**src/rtl/reg_cmd_pkg.sv**
```systemverilog
// Shared definitions for the register-file command controller: state
// encoding, default opcodes and the frame/word width relationship.
package reg_cmd_pkg;

  localparam int unsigned STATE_W = 4;

  localparam logic [STATE_W-1:0] S_IDLE    = 4'd0;
  localparam logic [STATE_W-1:0] S_WR_ADDR = 4'd1;
  localparam logic [STATE_W-1:0] S_WR_LO   = 4'd2;
  localparam logic [STATE_W-1:0] S_WR_HI   = 4'd3;
  localparam logic [STATE_W-1:0] S_RD_ADDR = 4'd4;
  localparam logic [STATE_W-1:0] S_RD_REQ  = 4'd5;
  localparam logic [STATE_W-1:0] S_RD_CAP  = 4'd6;
  localparam logic [STATE_W-1:0] S_TX_LO   = 4'd7;
  localparam logic [STATE_W-1:0] S_TX_HI   = 4'd8;

  localparam int DEF_DATA_WIDTH = 8;
  localparam int DEF_REG_WIDTH  = 16;
  localparam int DEF_ADDR_WIDTH = 3;

  localparam logic [7:0] DEF_WR_CMD = 8'hAA;
  localparam logic [7:0] DEF_RD_CMD = 8'hBB;

  // A register word is always carried as exactly two frame bytes.
  function automatic bit widths_ok(input int data_w, input int reg_w);
    return reg_w == 2 * data_w;
  endfunction

endpackage

```
**src/rtl/reg_cmd_ctrl.sv**
```systemverilog
// Byte-stream command parser and sole master of the 16-bit register file.
// Write frame: WR_CMD, ADDR, DATA_LO, DATA_HI.
// Read frame : RD_CMD, ADDR -> two TX bytes, low byte first.
//
// state     | meaning
// ----------+------------------------------------------------
// IDLE      | waiting for an opcode byte
// WR_ADDR   | write: waiting for address byte
// WR_LO     | write: waiting for low data byte
// WR_HI     | write: waiting for high data byte
// RD_ADDR   | read: waiting for address byte
// RD_REQ    | read: REG_RdEn high for this cycle
// RD_CAP    | read: register file data valid, capture it
// TX_LO     | presenting low byte until accepted
// TX_HI     | presenting high byte until accepted
module reg_cmd_ctrl
  import reg_cmd_pkg::*;
#(
  parameter int DATA_WIDTH = DEF_DATA_WIDTH,
  parameter int REG_WIDTH  = DEF_REG_WIDTH,
  parameter int ADDR_WIDTH = DEF_ADDR_WIDTH,
  parameter logic [DATA_WIDTH-1:0] WR_CMD = DEF_WR_CMD,
  parameter logic [DATA_WIDTH-1:0] RD_CMD = DEF_RD_CMD
) (
  input  logic                  CLK,
  input  logic                  RST,
  input  logic [DATA_WIDTH-1:0] RX_DATA,
  input  logic                  RX_VLD,
  output logic                  REG_WrEn,
  output logic                  REG_RdEn,
  output logic [ADDR_WIDTH-1:0] REG_Address,
  output logic [REG_WIDTH-1:0]  REG_WrData,
  input  logic [REG_WIDTH-1:0]  REG_RdData,
  output logic [DATA_WIDTH-1:0] TX_DATA,
  output logic                  TX_VLD,
  input  logic                  TX_RDY,
  output logic                  BUSY,
  output logic                  CMD_ERR
);

  if (!widths_ok(DATA_WIDTH, REG_WIDTH)) begin : g_bad_width
    $error("reg_cmd_ctrl: REG_WIDTH must be twice DATA_WIDTH");
  end

  logic [STATE_W-1:0] state;
  logic [REG_WIDTH-1:0] rd_buf;

  // Frame parser, register-file strobes and TX handshake; all outputs registered.
  always_ff @(posedge CLK or negedge RST) begin
    if (!RST) begin
      state       <= S_IDLE;
      rd_buf      <= '0;
      REG_WrEn    <= 1'b0;
      REG_RdEn    <= 1'b0;
      REG_Address <= '0;
      REG_WrData  <= '0;
      TX_DATA     <= '0;
      TX_VLD      <= 1'b0;
      BUSY        <= 1'b0;
      CMD_ERR     <= 1'b0;
    end else begin
      REG_WrEn <= 1'b0;
      REG_RdEn <= 1'b0;
      CMD_ERR  <= 1'b0;
      case (state)
        S_IDLE: begin
          if (RX_VLD) begin
            if (RX_DATA == WR_CMD) begin
              state <= S_WR_ADDR;
              BUSY  <= 1'b1;
            end else if (RX_DATA == RD_CMD) begin
              state <= S_RD_ADDR;
              BUSY  <= 1'b1;
            end else begin
              CMD_ERR <= 1'b1;
            end
          end
        end
        S_WR_ADDR: begin
          if (RX_VLD) begin
            REG_Address <= RX_DATA[ADDR_WIDTH-1:0];
            state       <= S_WR_LO;
          end
        end
        S_WR_LO: begin
          if (RX_VLD) begin
            REG_WrData[DATA_WIDTH-1:0] <= RX_DATA;
            state                      <= S_WR_HI;
          end
        end
        S_WR_HI: begin
          if (RX_VLD) begin
            REG_WrData[REG_WIDTH-1:DATA_WIDTH] <= RX_DATA;
            REG_WrEn                           <= 1'b1;
            state                              <= S_IDLE;
            BUSY                               <= 1'b0;
          end
        end
        S_RD_ADDR: begin
          if (RX_VLD) begin
            REG_Address <= RX_DATA[ADDR_WIDTH-1:0];
            REG_RdEn    <= 1'b1;
            state       <= S_RD_REQ;
          end
        end
        S_RD_REQ: begin
          CMD_ERR <= RX_VLD;
          state   <= S_RD_CAP;
        end
        S_RD_CAP: begin
          // Read data is taken straight from the bus so the low byte needs no extra cycle.
          CMD_ERR <= RX_VLD;
          rd_buf  <= REG_RdData;
          TX_DATA <= REG_RdData[DATA_WIDTH-1:0];
          TX_VLD  <= 1'b1;
          state   <= S_TX_LO;
        end
        S_TX_LO: begin
          CMD_ERR <= RX_VLD;
          if (TX_RDY) begin
            TX_DATA <= rd_buf[REG_WIDTH-1:DATA_WIDTH];
            state   <= S_TX_HI;
          end
        end
        S_TX_HI: begin
          CMD_ERR <= RX_VLD;
          if (TX_RDY) begin
            TX_VLD <= 1'b0;
            state  <= S_IDLE;
            BUSY   <= 1'b0;
          end
        end
        default: begin
          state  <= S_IDLE;
          TX_VLD <= 1'b0;
          BUSY   <= 1'b0;
        end
      endcase
    end
  end

endmodule

```
**config.mk**
```make
export PLATFORM = sky130hd
export DESIGN_NAME = reg_cmd_ctrl
export DESIGN_NICKNAME = d
export VERILOG_FILES = /design/src/rtl/reg_cmd_pkg.sv /design/src/rtl/reg_cmd_ctrl.sv
export SDC_FILE = /design/constraint.sdc
export NUM_CORES = 1
export LEC_CHECK = 0
export CAP_MARGIN = 20
export CORE_MARGIN = 8
export CORE_UTILIZATION = 50
export DETAILED_ROUTE_END_ITERATION = 8
export PLACE_DENSITY_LB_ADDON = 0.2
export SYNTH_ARGS = -nofsm -noshare
export SYNTH_HDL_FRONTEND = slang
export SYNTH_SLANG_ARGS = --single-unit
```
**constraint.sdc**
```tcl
create_clock -name CLK -period 2.7 [get_ports CLK]
set_input_delay 0.54 -clock CLK [delete_from_list [all_inputs] [get_ports CLK]]
set_output_delay 0.54 -clock CLK [all_outputs]
set_load 0.02 [all_outputs]
```
# Word level (Yosys, flattened, before mapping)
# Cells that the tools add are included.
# Widths: inputs -> output; s select.
classes:
  eq_ne: 18
  n_mux: 26
  bitwise_logic: 2
  reduce_logical: 13
ops:
  columns: ["op", "n"]
  rows:
  - ["$mux 4", 9]
  - ["$pmux 4 s9", 1]
  - ["$eq 4x3->1 const B", 4]
  - ["$eq 8x8->1 const B", 2]
  - ["$pmux 8 s2", 1]
  - ["$ne 2x2->1 const B", 7]
  - ["$mux 1", 11]
  - ["$reduce_and 2->1", 5]
  - ["$eq 4x2->1 const B", 2]
  - ["$mux 8", 1]
  - ["$reduce_and 8->1", 1]
  - ["$reduce_or 7->1", 1]
  - ["$reduce_or 6->1", 1]
  - ["$reduce_and 5->1", 1]
  - ["$eq 4x1->1 const B", 1]
  - ["$eq 4x4->1 const B", 1]
  - ["$logic_not 4->1", 1]
  - ["$pmux 1 s4", 1]
  - ["$reduce_or 4->1", 1]
  - ["$ne 3x3->1 const B", 1]
  - ["$pmux 1 s3", 1]
  - ["$not 1->1", 2]
  - ["$pmux 1 s2", 1]
  - ["$reduce_bool 2->1", 1]
  - ["$reduce_or 2->1", 1]
word_totals:
  reg_bits: 52
  out_inout_bits: 32

# Longest topological paths before layout
# Gate-level depths: netlist of the first run.
logic_depth:
  depth_word: 5
  ltp_mapped: 7
  depth_no_buf: 5

# Worst setup path after synthesis of the first run
# OpenSTA, ideal clock, no wires.
synth_timing:
  kind: "in2reg"
  startpoint: "input RX_DATA[2]"
  endpoint: "register state[0]"
  arrival_ns: 1.749
  required_time_ns: 2.575
  path_slack_ns: 0.826
  path_stages: 4
  path_cell_list: "nand4b_1 > or3_4 > a311oi_2 > mux2_4"
synth_via:
  elab_chain_cells: 4
  elab_cells_between_ends: 7
synth_rtl:
  columns: ["element", "line_no", "rtl"]
  rows:
  - ["start: declaration", "reg_cmd_ctrl.sv:27", "input logic [DATA_WIDTH-1:0] RX_DATA,"]
  - ["$eq 8x8->1", "reg_cmd_ctrl.sv:68", "if (RX_DATA == WR_CMD) begin"]
  - ["$mux 4", "reg_cmd_ctrl.sv:68", null]
  - ["$mux 4", "reg_cmd_ctrl.sv:67", "if (RX_VLD) begin"]
  - ["$pmux 4 s9", "reg_cmd_ctrl.sv:65", "case (state)"]
  - ["end signal: assignment", "reg_cmd_ctrl.sv:69", "state <= S_WR_ADDR;"]
  - ["end signal: assignment", "reg_cmd_ctrl.sv:72", "state <= S_RD_ADDR;"]
  - ["end signal: assignment", "reg_cmd_ctrl.sv:82", "state <= S_WR_LO;"]
  - ["end: declaration", "reg_cmd_ctrl.sv:45", "logic [STATE_W-1:0] state;"]
# Parallel ways exist; a longest one is shown, timed or not. The select of a mux whose other input is x is not followed.
# A chain may end at the register's enable or synchronous reset.

# Worst setup path after layout of the first run
layout_timing:
  startpoint: "register state[3]"
  endpoint: "register TX_DATA[6]"
layout_via:
  elab_chain_cells: 3
  elab_cells_between_ends: 6
layout_rtl:
  columns: ["element", "line_no", "rtl"]
  rows:
  - ["start signal: assignment", "reg_cmd_ctrl.sv:51", "state <= S_IDLE;"]
  - ["start signal: assignment", "reg_cmd_ctrl.sv:69", null]
  - ["start signal: assignment", "reg_cmd_ctrl.sv:72", null]
  - ["$eq 4x3->1", "reg_cmd_ctrl.sv:65", null]
  - ["$ne 2x2->1 (no line) / $reduce_bool 2->1 (equally long branches)", null, null]
  - ["$reduce_and 2->1 (no line)", null, null]
  - ["end signal: assignment", "reg_cmd_ctrl.sv:114", "TX_DATA <= REG_RdData[DATA_WIDTH-1:0];"]
  - ["end signal: assignment", "reg_cmd_ctrl.sv:121", "TX_DATA <= rd_buf[REG_WIDTH-1:DATA_WIDTH];"]
  - ["end: declaration", "reg_cmd_ctrl.sv:34", "output logic [DATA_WIDTH-1:0] TX_DATA,"]
# Parallel ways exist; a longest one is shown, timed or not.

==> flow_summary.toml, run 1 <==
[run_status]
run_status = "completed"

[logic_synthesis]
yosysSeqAreaShare_pct = 55.8
synthesis.area_sq_um = 1970
synthesis.nets = 186
syn_area_per_cell_sq_um = 12.5
ys_warn_count = 0
yosysUniqueCellTypes = 36
netlist_top_cells_area = "dfrtp_1, mux2_2, mux2i_1, o21ai_0, nand2_1"
synth_top_area_share_pct = 55.8
syn_inst = 158
synth-seq-cells = 44
synth_top_area_cell = "dfrtp_1"

[die]
core_area_sq_um = 3880
initial_utilization_pct = 50.8
rows = 23
io_pins = 60
dieArea_sq_um = 6210
die_h_microns = 78.8
die_w_microns = 78.8

[worst_setup_path]
r2r_slack_ns = 0.32
worstSetupStartpointType = "flop"
crit_required_ns = 2.81
end_kind = "flop"
crit_fanout = 16
worst-setup-path-type = "flop to flop"
cp.arrival_ns = 2.49

[timing]
timing.hold.ws_ns = 0.400
drv_slew = 0
finClkSkew_ns = 0.00424
hold_viol_final = 0
finalSetupTns_ns = 0
setup_viol = 0
rsz0062_at_grt = "false"
max_freq_mhz = 421
min_period_over_period_pct = 88.0
worstMarginPinSlew_ns = 0.975
relSlewSlack_pct = 35.0
period_minus_slack_ns = 2.38

[final_layout]
seqCellArea_sq_um = 1100
syn_to_final_growth_pct = 35.5
multiInputGateArea_sq_um = 821
drive_gt1_share_pct = 18.9
num-fill-cells = 290
fin_nets = 244
antenna_cells = 0
final_area_sq_um = 2670

[detailed_routing]
drc = 0
top_layer_used = "met4"
dr_wl_met3_microns = 169
viasPerCell = 5.43
dr_wl_met2_mm = 2.42
dr.pass1.iters = 4
vias = 1449
wl_met1_mm = 1.90
wl_per_cell_microns = 17.2
antenna_left = 0
first_iter_violations = 69
wl_mm = 4.59

[clock_tree]
cts_tree = "yes"
hold_buffers = 0
h-tree-depth = 2
postCtsSetupBuffers = 0
clock-sinks = 44
cts_resized = 0
clk_pin_slew_worst_paths_ns = 0.07
cts-root-buf = "clkbuf_8"
clk_latency_ns = 0.29
cts_buffers = 5
clockBufferDepth = 2

[global_routing]
gr-usage-all-layers_pct = 15.2
grt_pass1_vias = 1512
gr-total-overflow = 0
antenna_found_initial = 0
grt_max_degree = 45
grt_pass1_wl_mm = 7.44

[power_and_ir_drop]
p_int_w = 0.00204
ir_drop_v = 0.000581
p_switching_w = 0.00126
p_leak_nw = 1.10
seqPwrFrac_pct = 37.5
finalPower_w = 0.00330
clkPwrFrac_pct = 12.3
power_density_nw_per_um2 = 1230
p_sw_share_pct = 38.2
comb_power_share_pct = 50.2

[hold_path]
hold_path_class = "input pin to asynchronous set/reset pin"

[placed_design]
port_buffers = 59
dp_hpwl_mm = 3.44
dpl_cell_area_sq_um = 2580
gp_congestion = 0.818

[flow_run]
maxCapViolations = 0
==> critical path, cell delays in order, from the launching register on <==
cell and delay, ns:
dfrtp_1 0.65, nand2b_1 0.33, nor2_2 0.17, a21oi_1 0.78
o21ai_0 0.26
==> metrics by stage <==
stage               setup WS (ns)  util [%]  cells
floorplan                   0.826         -    158
global placement            0.303      66.4    259
detailed placement          0.256      66.4    259
CTS                         0.376      68.8    267
global route                0.163      68.8    267
finish                      0.324      68.8    267
==> state kept, by name, summed over array words and instances, names as in the netlist <==
| signal | count |
|---|---|
| state | 4 |
| REG_RdEn | 1 |
| REG_WrEn | 1 |
| REG_Address | 3 |
| TX_VLD | 1 |
| rd_buf | 8 |
| REG_WrData | 16 |
| BUSY | 1 |
| CMD_ERR | 1 |
| TX_DATA | 8 |
==> routing by layer <==
layer  up-vias  global-route usage [%]
met5         -                       0
met4         0                    7.04
met3         8                    3.72
met2        34                    25.6
met1       729                    17.9
li1        678                       -
==> synthesized netlist by cell type (all sizes together) <==
library cell	instances
mux2	28
o22a	1
mux2i	8
dfrtp	44
nand2	10
a22o	1
o21a	2
o22ai	1
nor4	4
a21oi	3
a311oi	1
nor2	11
or3	2
a32oi	1
xnor2	1
o21bai	1
xor2	2
a211o	1
buf	6
nand4b	1
o21ai	10
nand4	2
a31oi	1
nand3b	2
nor3	2
inv	3
nor4b	1
nand3	2
clkbuf	2
a32o	1
nand2b	3
==> logic make-up after synthesis <==
logic type | synth area share (%)
xor+xnor | 1.33
buf+inv | 2.54
simple gates | 11.2
flops | 55.8
mux | 20.2
compound gates | 8.88
==> power groups by stage <==
stage	Combinational, W	Sequential (W)	Clock [W]
floorplan	0.000832	0.00141	0
global placement	0.00163	0.00122	0
detailed placement	0.00167	0.00124	0
CTS	0.00168	0.00123	0.000424
global route	0.00178	0.00128	0.000455
finish	0.00165	0.00124	0.000406
==> placed cells by master, fill, tap and decap left out <==
cell / instances
a311oi_2: 1
nor2_2: 1
nor2_4: 1
nand3_1: 2
a22o_1: 1
a211o_1: 1
o21ai_0: 10
o21a_1: 2
nand4_1: 2
nor3_1: 2
buf_2: 1
nor4b_1: 1
a31oi_4: 1
nor2_1: 9
nand3b_1: 2
o22a_1: 1
inv_1: 3
a32oi_1: 1
dfrtp_1: 44
nand2b_1: 3
xor2_1: 2
clkbuf_8: 6
nand2_1: 10
a32o_1: 1
clkbuf_1: 2
mux2_2: 27
clkdlybuf4s50_1: 58
a21oi_1: 3
mux2_4: 1
o21bai_1: 1
mux2i_1: 8
xnor2_1: 1
or3_4: 2
nor4_1: 4
nand4b_1: 1
o22ai_1: 1
==> final cells by class <==
cell class              count  area share [%]
inverters                   3           0.422
repair buffers             59            21.9
flip-flops and latches     44            41.2
well taps                  50            2.34
clock buffers               8            3.37
multi-input cells         103            30.7
==> path summary, 6_finish.rpt <==
kind / to / cells after the start / from
min in group CLK: TX_DATA[3] / 2 / TX_DATA[3]
max: TX_DATA[6] / 4 / state[3]
min reg2reg: TX_DATA[3] / 2 / TX_DATA[3]
max reg2reg: TX_DATA[6] / 4 / state[3]
max in group asynchronous: REG_WrData[4] / 1 / RST
min: state[1] / 1 / RST
Power figures use the tool's default switching activity.
==> run 2: changes to the inputs <==
CELL_PAD_IN_SITES_DETAIL_PLACEMENT = 1   (was default)
CELL_PAD_IN_SITES_GLOBAL_PLACEMENT = 1   (was default)
CORE_UTILIZATION = 39   (was 50)
==> flow_summary.toml, run 2 (same netlist as run 1, synthesis figures left out) <==
[die]
initial_utilization_pct = 39.6
rows = 26
io_pins = 60
dieArea_sq_um = 7590
die_h_microns = 87.1
core_area_sq_um = 4980
die_w_microns = 87.1

[timing]
finalSetupTns_ns = 0
period_minus_slack_ns = 2.41
hold_viol_final = 0
max_freq_mhz = 414
relSlewSlack_pct = 30.5
setup_viol = 0
timing.hold.ws_ns = 0.409
drv_slew = 0
worstMarginPinSlew_ns = 1.04
min_period_over_period_pct = 89.4
fin_ws_ns = 0.287
finClkSkew_ns = 0.00768
rsz0062_at_grt = "false"

[power_and_ir_drop]
ir_drop_v = 0.000512
clkPwrFrac_pct = 12.7
p_int_w = 0.00204
comb_power_share_pct = 50.3
p_switching_w = 0.00132
p_sw_share_pct = 39.4
seqPwrFrac_pct = 37.0
finalPower_w = 0.00336
p_leak_nw = 1.10
power_density_nw_per_um2 = 1240

[final_layout]
final_common_cell = "clkdlybuf4s50_1"
drive_gt1_share_pct = 19.4
reg_top3 = "REG_WrData x16, TX_DATA x8, rd_buf x8"
final_cell_mix = "clkdlybuf4s50_1, dfrtp_1, mux2_2"
top_register = "REG_WrData"
largest_reg_flops = 16
antenna_cells = 0
finish.utilization_pct = 54.2
fin_nets = 244
syn_to_final_growth_pct = 36.9

[worst_setup_path]
crit_required_ns = 2.82
cp_slowest_stage_delay_ns = 0.83
crit_fanout = 16
crit_slowest_cell = "a21oi_1"
worst-setup-path-type = "flop to flop"
cp.arrival_ns = 2.53
end_kind = "flop"
worstSetupStartpointType = "flop"
path_cells = "nand2b_1, nor2_2, a21oi_1, o21ai_0"

[detailed_routing]
first_iter_violations = 40
viasPerCell = 5.06
vias = 1451
drc = 0
wl_mm = 5.36
antenna_left = 0
wl_per_cell_microns = 18.7
dr.pass1.iters = 4

[clock_tree]
postCtsSetupBuffers = 0
clockBufferDepth = 2
cts_resized = 0
h-tree-depth = 2
clk_pin_slew_worst_paths_ns = 0.09
clk_latency_ns = 0.29
clock-sinks = 44
hold_buffers = 0
cts_buffers = 5
cts_tree = "yes"
cts-root-buf = "clkbuf_8"

[placed_design]
dp_slack_ns = 0.216
port_buffers = 59
gp_congestion = 0.794
dp_hpwl_mm = 4.13

[global_routing]
grt_pass1_wl_mm = 8.85
gr-total-overflow = 0
grt_pass1_vias = 1667
gr-usage-all-layers_pct = 14.9
antenna_found_initial = 0
grt_max_degree = 45

[run_status]
run_status = "completed"

[flow_run]
maxCapViolations = 0

[hold_path]
hold_path_class = "input pin to asynchronous set/reset pin"
## run 2: cell count changes in the layout (fill, tap and decap cells not counted)
cell	change
clkinvlp_4	+1
clkbuf_1	-1
## run 2: final timing paths
check	to	slack (ns)	from	cells after the start
worst max-delay path	TX_DATA[0]	0.29	state[3]	4
worst min-delay path	state[0]	0.41	RST	1
worst max register to register	TX_DATA[0]	0.29	state[3]	4
worst min register to register	TX_DATA[1]	0.49	TX_DATA[1]	2
max in group asynchronous	REG_WrData[0]	1.69	RST	1
min in group CLK	TX_DATA[1]	0.49	TX_DATA[1]	2
## run 2: power by group through the flow
stage	logic, W	clock network, W	registers, W
CTS	0.00172	0.000440	0.00125
finish	0.00169	0.000429	0.00124
detailed placement	0.00171	0	0.00126
floorplan	0.000832	0	0.00141
global route	0.00182	0.000464	0.00129
global placement	0.00164	0	0.00122
## run 2: worst max-delay path, delay by kind of cell, from the launching register on
kind	cells	cell delay (ns)
AOI/OAI and AO/OA	2	1.06
DFF	1	0.65
and+or+nand+nor	2	0.53
## run 2: metal layers
layer  GRT usage (%)  wire (microns)  up-vias
li1                -               -      681
met1            16.4            2140      739
met2            27.2            2930       27
met3            4.91             256        4
met4            2.81              38        0
met5               0               0        -
## run 2: stage by stage
step,cells,area (sq um)
finish,287,2700
detailed placement,279,2610
global route,287,2700
CTS,287,2700
global placement,279,2610
floorplan,158,1970
## run 2: cell type report
class,instances,area (sq um)
sequential,44,1100
tap,70,87.6
clock buffer,7,86.3
timing repair buffer,59,586
multi-input combinational,103,821
inverter,3,11.3
clock inverter,1,7.51
fill,520,2280
